**config.mk**
```make
export PLATFORM = sky130hd
export DESIGN_NAME = qspi_arbiter
export DESIGN_NICKNAME = d
export VERILOG_FILES = /design/src/rtl/qspi_arbiter.sv
export SDC_FILE = /design/constraint.sdc
export NUM_CORES = 1
export LEC_CHECK = 0
export BUFFER_PORTS_ARGS = -buffer_cell sky130_fd_sc_hd__buf_2
export CAP_MARGIN = 20
export CORE_AREA = 3 3 259 261
export DETAILED_ROUTE_END_ITERATION = 10
export DIE_AREA = 0 0 262 264
export SKIP_LAST_GASP = 1
export SLEW_MARGIN = 20
export SYNTH_ARGS = -nofsm -noshare
export SYNTH_HDL_FRONTEND = slang
export SYNTH_SLANG_ARGS = --single-unit
```
**constraint.sdc**
```tcl
create_clock -name clk -period 16.2 [get_ports clk]
set_input_delay 3.24 -clock clk [delete_from_list [all_inputs] [get_ports clk]]
set_output_delay 3.24 -clock clk [all_outputs]
set_load 0.02 [all_outputs]
```
**src/rtl/qspi_arbiter.sv**
```systemverilog
// qspi_arbiter: round-robin sharing of one qspi_manager among NUM_REQ requesters.
// Tracks the start/busy/idle handshake and aborts hung transfers with a watchdog.
module qspi_arbiter #(
    parameter int NUM_REQ        = 4,
    parameter int CMD_W          = 8,
    parameter int ADDR_W         = 32,
    parameter int DATA_W         = 64,
    parameter int TIMEOUT_CLKS   = 4096,
    parameter int BUSY_WAIT_CLKS = 4
) (
    input  logic                        clk,
    input  logic                        reset,
    input  logic [NUM_REQ-1:0]          req_valid,
    output logic [NUM_REQ-1:0]          req_ready,
    input  logic [NUM_REQ*CMD_W-1:0]    req_cmd,
    input  logic [NUM_REQ*ADDR_W-1:0]   req_addr,
    input  logic [NUM_REQ*DATA_W-1:0]   req_wdata,
    output logic [NUM_REQ-1:0]          rsp_valid,
    output logic [DATA_W-1:0]           rsp_rdata,
    output logic                        rsp_timeout,
    output logic [CMD_W-1:0]            mgr_cmd,
    output logic [ADDR_W-1:0]           mgr_addr,
    output logic [DATA_W-1:0]           mgr_wdata,
    output logic                        mgr_start,
    input  logic [DATA_W-1:0]           mgr_rdata,
    input  logic                        mgr_idle,
    output logic                        busy,
    output logic [$clog2(NUM_REQ)-1:0]  grant_id
);

    localparam int GW   = $clog2(NUM_REQ);
    localparam int WD_W = $clog2(TIMEOUT_CLKS + 1);
    localparam int BW_W = $clog2(BUSY_WAIT_CLKS + 1);

    typedef enum logic [2:0] {
        S_IDLE,
        S_ISSUE,
        S_WAIT_BUSY,
        S_WAIT_DONE,
        S_RESPOND
    } state_t;

    state_t r_state;
    state_t w_next;

    logic [GW-1:0]      r_grant;
    logic [GW-1:0]      w_idx;
    logic [GW-1:0]      w_win;
    logic               w_found;
    logic               w_accept;
    logic               w_busy_hit;
    logic               w_wd_hit;
    logic [WD_W-1:0]    r_wd_cnt;
    logic [BW_W-1:0]    r_busy_cnt;
    logic [CMD_W-1:0]   r_cmd;
    logic [ADDR_W-1:0]  r_addr;
    logic [DATA_W-1:0]  r_wdata;
    logic [DATA_W-1:0]  r_rdata;
    logic               r_timeout;
    logic [NUM_REQ-1:0] w_win_oh;
    logic [NUM_REQ-1:0] w_gnt_oh;

    // Search starts one past the last grant so every requester gets a turn.
    always_comb begin
        w_found = 1'b0;
        w_win   = r_grant;
        w_idx   = r_grant;
        for (int k = 1; k <= NUM_REQ; k++) begin
            w_idx = GW'((int'(r_grant) + k) % NUM_REQ);
            if (!w_found && req_valid[w_idx]) begin
                w_found = 1'b1;
                w_win   = w_idx;
            end
        end
    end

    assign w_accept   = (r_state == S_IDLE) && w_found && mgr_idle && !reset;
    assign w_win_oh   = NUM_REQ'(1) << w_win;
    assign w_gnt_oh   = NUM_REQ'(1) << r_grant;
    assign w_busy_hit = (r_busy_cnt == BW_W'(BUSY_WAIT_CLKS - 1));
    // Expires so that RESPOND lands TIMEOUT_CLKS clocks after ISSUE.
    assign w_wd_hit   = (r_wd_cnt == WD_W'(TIMEOUT_CLKS - 2));

    always_ff @(posedge clk or posedge reset) begin
        if (reset) begin
            r_state <= S_IDLE;
        end else begin
            r_state <= w_next;
        end
    end

    always_comb begin
        w_next = r_state;
        unique case (r_state)
            S_IDLE: begin
                if (w_accept) begin
                    w_next = S_ISSUE;
                end
            end
            S_ISSUE: begin
                w_next = S_WAIT_BUSY;
            end
            S_WAIT_BUSY: begin
                if (!mgr_idle) begin
                    w_next = S_WAIT_DONE;
                end else if (w_busy_hit) begin
                    w_next = S_RESPOND;
                end
            end
            S_WAIT_DONE: begin
                if (mgr_idle || w_wd_hit) begin
                    w_next = S_RESPOND;
                end
            end
            S_RESPOND: begin
                w_next = S_IDLE;
            end
            default: begin
                w_next = S_IDLE;
            end
        endcase
    end

    always_ff @(posedge clk or posedge reset) begin
        if (reset) begin
            r_grant    <= GW'(NUM_REQ - 1);
            r_cmd      <= '0;
            r_addr     <= '0;
            r_wdata    <= '0;
            r_rdata    <= '0;
            r_timeout  <= 1'b0;
            r_wd_cnt   <= '0;
            r_busy_cnt <= '0;
        end else begin
            unique case (r_state)
                S_IDLE: begin
                    if (w_accept) begin
                        r_grant <= w_win;
                        r_cmd   <= req_cmd[int'(w_win)*CMD_W +: CMD_W];
                        r_addr  <= req_addr[int'(w_win)*ADDR_W +: ADDR_W];
                        r_wdata <= req_wdata[int'(w_win)*DATA_W +: DATA_W];
                    end
                end
                S_ISSUE: begin
                    r_wd_cnt   <= '0;
                    r_busy_cnt <= '0;
                end
                S_WAIT_BUSY: begin
                    r_wd_cnt   <= r_wd_cnt + 1'b1;
                    r_busy_cnt <= r_busy_cnt + 1'b1;
                    // Manager never went busy: an instant transfer.
                    if (mgr_idle && w_busy_hit) begin
                        r_rdata   <= mgr_rdata;
                        r_timeout <= 1'b0;
                    end
                end
                S_WAIT_DONE: begin
                    r_wd_cnt <= r_wd_cnt + 1'b1;
                    if (mgr_idle) begin
                        r_rdata   <= mgr_rdata;
                        r_timeout <= 1'b0;
                    end else if (w_wd_hit) begin
                        r_rdata   <= '0;
                        r_timeout <= 1'b1;
                    end
                end
                S_RESPOND: begin
                    r_timeout <= 1'b0;
                end
                default: begin
                end
            endcase
        end
    end

    assign req_ready   = w_accept ? w_win_oh : '0;
    assign rsp_valid   = (r_state == S_RESPOND) ? w_gnt_oh : '0;
    assign rsp_rdata   = r_rdata;
    assign rsp_timeout = r_timeout;
    assign mgr_cmd     = r_cmd;
    assign mgr_addr    = r_addr;
    assign mgr_wdata   = r_wdata;
    assign mgr_start   = (r_state == S_ISSUE);
    assign busy        = (r_state != S_IDLE);
    assign grant_id    = r_grant;

endmodule

```
Word level (Yosys, flattened, before mapping)
Index checks and enable logic that the tools add are counted.
{ "totals": {"reg_bits": 190, "input_bits": 487} }
{ "classes": {"n_addsub": 6, "n_lt_le_gt_ge": 4, "eq_ne": 11, "n_shift": 5, "mux": 33, "reduce_logical": 23} }
{ "ops": {"columns": ["op", "count"], "rows": [
  ["256-bit by 9-bit indexed part select with 64-bit output", 1],
  ["64-bit two-way mux", 3],
  ["64-bit case mux with 2 select lines", 1],
  ["128-bit by 8-bit indexed part select with 32-bit output", 1],
  ["32-bit by 6-bit indexed part select with 8-bit output", 1],
  ["13-bit case mux with 2 select lines", 1],
  ["13-bit by 1-bit adder with 13-bit output, second input constant", 1],
  ["13-bit by 12-bit equality test with 1-bit output, second input constant", 1],
  ["2-bit by 3-bit < comparator with 1-bit output, second input constant", 4],
  ["3-bit two-way mux", 4],
  ["3-bit case mux with 4 select lines", 1],
  ["1-bit two-way mux", 11],
  ["3-bit by 2-bit equality test with 1-bit output, second input constant", 3],
  ["3-bit AND reduction", 3],
  ["1-bit binary-select mux with 2-bit select", 4],
  ["2-bit two-way mux", 4],
  ["4-bit two-way mux", 2],
  ["1-bit by 2-bit << shifter with 4-bit output, first input constant", 2],
  ["1-bit logical AND", 7],
  ["2-bit != test, second input constant", 3],
  ["3-bit != test, second input constant", 2],
  ["3-bit case mux with 2 select lines", 1],
  ["2-bit nonzero test", 3],
  ["3-bit nonzero test", 2],
  ["11 further kinds", 16]
]} }

Longest topological paths before layout
Gate-level depths: netlist of run 1.
{ "depth": {"ltp_word": 18, "mapped_depth": 12, "mapped_depth_nobuf": 8} }

Worst setup path after synthesis of run 1
Ideal clock, no wire load.
{ "synth_timing": {"kind": "input to output", "from": "input reset", "to": "output req_ready[2]", "t_arrival_ns": 8.883, "required_time_ns": 12.960, "setup_slack_ns": 4.077, "cell_stages": 9, "path_cell_list": "inv_1 -> nand4_2 -> buf_6 -> nand2b_1 -> a21o_1 -> buf_4 -> buf_6 -> buf_6 -> nor2_1"} }
{ "synth_between": {"elab_chain_len": 3} }
{ "synth_rtl": {"columns": ["element", "line_no", "source"], "rows": [
  ["start, declared", "12", "input logic reset,"],
  ["1-bit zero test (no line)", null, null],
  ["1-bit logical AND", "77", "assign w_accept = (r_state == S_IDLE) && w_found && mgr_idle && !reset;"],
  ["4-bit two-way mux", "176", "assign req_ready = w_accept ? w_win_oh : '0;"],
  ["end, declared", "14", "output logic [NUM_REQ-1:0] req_ready,"]
]} }
No other way between the ends.

Worst setup path in the final report of run 1
{ "layout_timing": {"from": "input req_valid[0]", "to": "output req_ready[2]"} }
{ "layout_between": {"elab_chain_len": 16} }
{ "layout_rtl": {"columns": ["element", "line_no", "source"], "rows": [
  ["start, declared", "13", "input logic [NUM_REQ-1:0] req_valid,"],
  ["1-bit binary-select mux with 2-bit select", "70", "if (!w_found && req_valid[w_idx]) begin"],
  ["1-bit two-way mux (not written as such)", "70", null],
  ["1-bit two-way mux", "70", null],
  ["1-bit zero test", "70", null],
  ["1-bit logical AND", "70", null],
  ["1-bit two-way mux", "70", null],
  ["1-bit zero test", "70", null],
  ["1-bit logical AND", "70", null],
  ["1-bit two-way mux", "70", null],
  ["1-bit zero test", "70", null],
  ["1-bit logical AND", "70", null],
  ["1-bit two-way mux", "70", null],
  ["1-bit logical AND (3 in series)", "77", null],
  ["4-bit two-way mux *", "176", null]
]} }
Every way passes the cells marked *; elsewhere a longest branch is shown, timed or not. The select of a mux whose other input is x is not followed.

==> run metrics, run 1 <==
Clk pwr share 15.7%; asr flop ratio synth 100%; Clk pin slew, worst setup/hold paths 80 ps; Yosys Warn Count 0; P&R area growth vs syn 43.6%; routed len/inst 16.8 microns; area of the multi-input gates 5430 sq um; CTS tree done; Routed WL 42400 microns; Post-CTS Hold Buffers 0; utilization after layout 23.8%; largest net degree at the start of global routing 123; FILL cells 7147; placed cell area 14700 sq um; design area 15400 sq um; H-tree Lvls 4; vias in the first global route 10300; antenna-violating nets left 0; crit path kind in2out; leading cell type in the layout, fill and taps excluded buf_2; synthesized area 10700 sq um; first-pass GRT wire length 61700 microns; clk sinks 190; Pint 1.52 mW; DRC viols 0; sequential share of the synthesized area 44.4%; clock skew 9.46 ps; post-DR vias/cell 4.15; flops & latches, synth 190; worst-margin pin slew 1050 ps; Sequential Power Share 29.5%; FF+latch area 4760 sq um; critical path fanouts, max 51; root buf cell clkbuf_16; critical path capture point type output port; most frequent cells in the layout 667 x buf_2, 206 x mux2i_1, 188 x dfrtp_1; maximum VDD drop 145 uV; PwrDens 182 nW/um^2; Cell Rows 93; placeable core area 64700 sq um; outcome finished, final reports clean; min-delay worst type reg2reg; Setup TNS Final 0 ps; gr usage total 11.6%; Critical Path RT 12960 ps; Die Y 264 microns; Clock Latency Late Sink 470 ps; Main synth FF type dfrtp_1; syn nets 1538; Mapped Cells 1043; P_sw 1.28 mW; RSZ-0062 raised after global routing no; initial core utilization 16.6%; Tmin final 9400 ps; Worst Path Arrival 6160 ps; fin. max-slew vios 0; Bufs on Longest Clock Path 2; sw frac 45.8%; DR iter-0 viols 594; Final nets 2146; grt total ovfl 0; cell leakage power 8.54 nW; Startpoint Class input port; Relative slew margins 30.3%; MaxCap Viol Count 0; CTS buffer count 17; number of synthesized flops with an enable pin 0; Resized cells post-CTS 0; combinational power share 54.8%; DIE AREA 69200 sq um; initial antenna violation count 0; DR pass1 iterations 5; Final Hold Fails 0; Setup-failing EPs final 0; # Post-CTS Setup Buffers 0; syn avg cell area 10.3 sq um; Die Wd 262 microns; fin crit share 58.0%; GP Congestion 0.882; Fmax 0.106 GHz; synth unique cells 54; io pins 668; Via Count 10500; fraction of layout cells with a size suffix above 1 45.2%; port buffer count 667; post-detail-place hpwl 32800 microns
==> layer usage <==
metal,GRT usage (%),share of wire (%),up-vias
li1,-,-,5005
met1,14.1,41,4991
met2,20.0,50,418
met3,2.16,6.1,49
met4,5.16,3.0,0
met5,0,0,-
==> worst max-delay path, cell delays in order <==
cell	delay, ps
buf_2	190
mux2_2	210
a31oi_1	120
a32oi_4	440
buf_4	630
buf_4	770
inv_1	140
nor2_1	140
buf_2	180
==> cells by family after synthesis <==
kind of cell	share of synthesized area, %
AOI/OAI and AO/OA	17.9
DFF	44.4
adders and majority gates	0.935
xor gates and xnor gates	0.164
and+or+nand+nor	11.4
muxes	19.9
buffers and inverters	5.29
==> per-stage QoR <==
step           hold WS, ps  total power, mW  setup slack, ps  std cells
2_1_floorplan          445             1.92             4080       1043
3_3_place_gp           445             2.37             6820       2486
3_5_place_dp           450             2.38             6850       2486
4_1_cts                468             2.83             6830       2518
5_1_grt                483             2.98             6660       2519
6_report               462             2.79             6800       2520
==> cell type report <==
type / instances / area share (%)
Clock buffer: 17 / 2.77
Antenna cell: 1 / 0.0163
Inverter: 11 / 0.317
Tap cell: 855 / 6.96
Timing Repair Buffer: 680 / 22.6
Sequential cell: 190 / 30.9
Multi-Input combinational cell: 751 / 35.3
Clock inverter: 15 / 1.12
==> worst paths after layout <==
check / cells past startpoint / to / slack (ps) / from
worst min register to register: 2 / rsp_rdata[19]$_DFFE_PP0P_ / 460 / rsp_rdata[19]$_DFFE_PP0P_
worst max register to register: 12 / mgr_wdata[22]$_DFFE_PP0P_ / 10110 / grant_id[0]$_DFFE_PP1P_
worst max-delay path: 9 / req_ready[2] / 6800 / req_valid[0]
max in group asynchronous: 3 / mgr_addr[22]$_DFFE_PP0P_ / 12150 / reset
min in group asynchronous: 2 / rsp_rdata[57]$_DFFE_PP0P_ / 2800 / reset
worst min-delay path: 2 / rsp_rdata[19]$_DFFE_PP0P_ / 460 / rsp_rdata[19]$_DFFE_PP0P_
==> cells in the mapped netlist (8+ instances only) <==
cell	number	area, sq um
o21ai_0	23	115
nor2_1	15	56.3
o21ai_1	42	210
a2bb2oi_2	23	345
inv_1	11	41.3
mux2i_1	206	2060
o22ai_1	62	388
clkbuf_1	36	135
dfrtp_1	188	4700
a21o_1	66	495
nand2_1	146	548
a2bb2oi_1	15	131
ha_1	8	100
buf_6	9	101
buf_4	17	128
buf_2	21	105
nand3_1	70	350
==> power by group through the flow <==
stage,combinational [mW],sequential (mW),clock [mW]
6_report,1.53,0.826,0.438
5_1_grt,1.65,0.854,0.475
4_1_cts,1.55,0.827,0.460
3_5_place_dp,1.55,0.832,0
3_3_place_gp,1.54,0.829,0
2_1_floorplan,0.874,1.04,0
==> sequential cells by signal, indices dropped and copies added (netlist names) <==
name / count
mgr_addr: 32
rsp_rdata: 64
mgr_wdata: 64
r_state: 3
grant_id: 2
mgr_cmd: 8
r_busy_cnt: 3
rsp_timeout: 1
r_wd_cnt: 13
(Power assumes the default switching activity.)
==> run 2: changes to the inputs <==
- clock period: 16.2 -> 9.7 ns (I/O delays scaled with it)
==> run 2 against run 1 <==
  * Total power up 70%
  * Die area unchanged
  * Largest cell class unchanged
  * Setup slack worse by 4200 ps
  * Largest power group unchanged
==> run metrics, run 2 (synthesis gave the netlist of run 1 again) <==
PwrDens 308 nW/um^2; GP Congestion 0.924; DIE AREA 69200 sq um; Relative slew margins 34.3%; outcome finished, final reports clean; placeable core area 64700 sq um; pre-CTS setup slack 2540 ps; min-delay worst type reg2reg; area of the multi-input gates 5430 sq um; antenna-violating nets left 0; Routed WL 41500 microns; first-pass GRT wire length 60600 microns; Via Count 10400; Worst Path Arrival 5120 ps; port buffer count 667; # Post-CTS Setup Buffers 0; Startpoint Class input port; gr usage total 11.5%; initial antenna violation count 1; initial core utilization 16.6%; FF+latch area 4760 sq um; fin. max-slew vios 0; most frequent cells in the layout 667 x buf_2, 206 x mux2i_1, 188 x dfrtp_1; critical path capture point type output port; Cell Rows 93; leading cell type in the layout, fill and taps excluded buf_2; RSZ-0062 raised after global routing no; DR pass1 iterations 5; fin crit share 72.8%; CTS buffer count 17; Setup WS post-layout 2640 ps; crit path kind in2out; P&R area growth vs syn 43.8%; CTS tree done; Bufs on Longest Clock Path 2; fraction of layout cells with a size suffix above 1 45.2%; Setup-failing EPs final 0; Post-CTS Hold Buffers 0; Die Y 264 microns; Clock Latency Late Sink 470 ps; routed len/inst 16.5 microns; Critical Path RT 7760 ps; clock skew 9.86 ps; vias in the first global route 10300; Clk pin slew, worst setup/hold paths 70 ps; post-detail-place hpwl 32500 microns; io pins 668; Final nets 2146; Die Wd 262 microns; Fmax 0.142 GHz; post-DR vias/cell 4.12; DRC viols 0; Final Hold Fails 0; H-tree Lvls 4; root buf cell clkbuf_16; MaxCap Viol Count 0; worst-margin pin slew 985 ps; maximum VDD drop 204 uV; clk sinks 190; critical path fanouts, max 67; Setup TNS Final 0 ps; cell leakage power 8.56 nW; DR iter-0 viols 652; Tmin final 7060 ps; FILL cells 7095; largest net degree at the start of global routing 127; grt total ovfl 0; final hold slack 460 ps; Resized cells post-CTS 0
-- run 2: path summary, 6_finish.rpt --
check / startpoint / to / slack [ps] / depth (start not counted)
max: req_valid[3] / req_ready[0] / 2640 / 8
min reg2reg: rsp_rdata[19]$_DFFE_PP0P_ / rsp_rdata[19]$_DFFE_PP0P_ / 460 / 2
max in group asynchronous: reset / mgr_addr[4]$_DFFE_PP0P_ / 6320 / 4
max reg2reg: grant_id[0]$_DFFE_PP1P_ / mgr_wdata[2]$_DFFE_PP0P_ / 4890 / 10
min in group asynchronous: reset / rsp_rdata[3]$_DFFE_PP0P_ / 1500 / 2
min: rsp_rdata[19]$_DFFE_PP0P_ / rsp_rdata[19]$_DFFE_PP0P_ / 460 / 2
-- run 2: layout make-up --
class,count,area share [%]
antenna,2,0.0325
clock buffer,17,2.76
clock inverter,15,1.41
inverter,11,0.317
multi-input combinational,751,35.3
sequential,190,30.9
tap,855,6.95
timing repair buffer,680,22.4
-- run 2: report_power, final --
group | internal (mW) | total [mW] | leakage (nW) | switching (mW)
Clock | 0.421 | 0.792 | 0.316 | 0.371
Sequential | 1.14 | 1.38 | 2.40 | 0.237
Combinational | 1.04 | 2.58 | 5.85 | 1.53
Total | 2.61 | 4.75 | 8.56 | 2.14
-- run 2: layer usage --
| metal | vias to the layer above | part of all wire [%] | track usage, % | wire [microns] |
|---|---|---|---|---|
| li1 | 5011 | - | - | - |
| met1 | 4877 | 40 | 13.5 | 16500 |
| met2 | 429 | 51 | 20.0 | 21200 |
| met3 | 58 | 6.3 | 2.37 | 2640 |
| met4 | 0 | 2.8 | 4.92 | 1180 |
| met5 | - | 0 | 0 | 0 |
-- run 2: worst max-delay path, stage by stage --
cell and delay (ps):
buf_2 140, or4_4 570, nand4_4 530, buf_4 820, nor2_1 210, a21oi_4 580, nor2_1 80, buf_2 190
-- run 2: per-stage QoR --
| step | cell area (sq um) | cells | util [%] | power (mW) |
|---|---|---|---|---|
| final | 15400 | 2521 | 23.8 | 4.75 |
| after global placement | 14800 | 2487 | 22.8 | 3.98 |
| after detailed placement | 14800 | 2487 | 22.8 | 3.99 |
| after floorplan | 10700 | 1043 | - | 3.20 |
| after CTS | 15400 | 2519 | 23.8 | 4.82 |
| after global routing | 15400 | 2520 | 23.8 | 5.06 |
==> run 3: changes to the inputs <==
- clock period: 9.7 -> 6.1 ns (I/O delays scaled with it)
==> run 3 against run 2 <==
  * First-iteration DRC count decreased by 12%
  * Cell area up 0.36%
  * Register-to-register slack worse by 2500 ps
  * Die area stayed put
  * Highest routed layer is now met5
==> run metrics, run 3 (synthesis gave the netlist of run 1 again) <==
outcome finished, final reports clean; leading cell type in the layout, fill and taps excluded buf_2; Cell Rows 93; FILL cells 7124; R2R depth 9; PwrDens 486 nW/um^2; clock skew 15.7 ps; post-DR vias/cell 4.11; DR pass1 iterations 6; vias in the first global route 10500; Die Wd 262 microns; Tmin final 4390 ps; DIE AREA 69200 sq um; DRC viols 0; RSZ-0062 raised after global routing no; FF-to-FF setup slack 2400 ps; critical path fanouts, max 13; critical path capture point type output port; crit path kind reg2out; hold path depth 2; fin. max-slew vios 0; CTS tree done; hold_sp rsp_rdata[17]$_DFFE_PP0P_; R2R Path End mgr_wdata[35]$_DFFE_PP0P_; Final Hold Fails 0; Fmax 0.228 GHz; Clock Latency Late Sink 470 ps; CTS buffer count 17; GP Congestion 0.847; min-delay worst type reg2reg; P&R area growth vs syn 44.3%; antenna-violating nets left 0; maximum VDD drop 248 uV; Routed WL 43500 microns; Setup WS post-layout 1710 ps; Setup-failing EPs final 0; Critical Path RT 4880 ps; Worst Path Arrival 3170 ps; Placed Cells 2490; post-detail-place hpwl 34400 microns; fraction of layout cells with a size suffix above 1 45.5%; Resized cells post-CTS 0; MaxCap Viol Count 0; Startpoint Class flop; met3 WL 3320 microns; Final nets 2149; # Post-CTS Setup Buffers 0; Die Y 264 microns; fin cells 2528; Bufs on Longest Clock Path 2; Reg-to-Reg Start grant_id[0]$_DFFE_PP1P_; routed len/inst 17.2 microns; io pins 668; root buf cell clkbuf_16; WL met2 21900 microns; Via Count 10400; largest net degree at the start of global routing 99; H-tree Lvls 4; initial antenna violation count 6; fin crit share 72.0%; most frequent cells in the layout 667 x buf_2, 206 x mux2i_1, 188 x dfrtp_1; worst-margin pin slew 830 ps; gr usage total 12.0%; initial core utilization 16.6%; Relative slew margins 44.5%; M1 WL 17200 microns; hold worst-path end rsp_rdata[17]$_DFFE_PP0P_; first-pass GRT wire length 62200 microns; Post-CTS Hold Buffers 0; Top Layer Used met5; DR iter-0 viols 573; cell leakage power 8.56 nW; clk sinks 190; port buffer count 667; grt total ovfl 0; Clk pin slew, worst setup/hold paths 90 ps; pre-CTS setup slack 2060 ps; placeable core area 64700 sq um
==> run 3: changes by cell type in the layout (fill, tap and decap cells not counted), sizes merged <==
cell and change:
diode +4, clkinvlp +1, clkbuf +1, buf +3, bufinv -2, clkinv +3, inv -3
==> run 3: area by class of cell <==
| cell class | instances | area [sq um] | share of cell area [%] |
|---|---|---|---|
| clock buffers | 18 | 439 | 2.84 |
| inverters | 11 | 45.0 | 0.291 |
| multi-input cells | 751 | 5460 | 35.3 |
| flip-flops and latches | 190 | 4760 | 30.8 |
| diodes | 6 | 15.0 | 0.0972 |
| repair buffers | 683 | 3480 | 22.5 |
| well taps | 855 | 1070 | 6.92 |
| clock inverters | 14 | 186 | 1.21 |
==> run 3: worst max-delay path by stage <==
stage,cells after the start,endpoint,startpoint
floorplan,9,req_ready[2],reset
global placement,7,req_ready[0],req_valid[0]
detailed placement,7,req_ready[2],req_valid[0]
CTS,8,req_ready[2],grant_id[0]$_DFFE_PP1P_
global route,8,req_ready[0],grant_id[0]$_DFFE_PP1P_
finish,8,req_ready[2],grant_id[0]$_DFFE_PP1P_
==> run 3: power by group <==
part	total [mW]	switching [mW]	internal (mW)
clock network	1.21	0.602	0.604
logic	4.12	2.46	1.66
registers	2.18	0.365	1.82
total	7.51	3.43	4.08
==> run 3: per-layer routing <==
layer / GRT usage (%) / up-vias
li1: - / 5019
met4: 4.46 / 2
met2: 20.5 / 422
met1: 14.2 / 4893
met5: 0 / -
met3: 3.24 / 45
==> run 3: through the flow <==
step	power, mW	hold slack, ps	setup TNS, ps	utilization [%]	cell area [sq um]
2_1_floorplan	5.11	445	-724	-	10800
3_3_place_gp	6.36	446	0	22.9	14800
3_5_place_dp	6.39	450	0	22.9	14800
4_1_cts	7.65	470	0	23.9	15400
5_1_grt	8.03	476	0	23.9	15400
6_report	7.51	465	0	23.9	15500
==> run 3: critical path: stages, from the launching register on <==
cell     delay [ps]
dfstp_2         690
inv_1           180
ha_1            410
mux2_2          270
nand2_1          90
a32oi_4         520
inv_1           210
nor2_4          130
buf_2           190
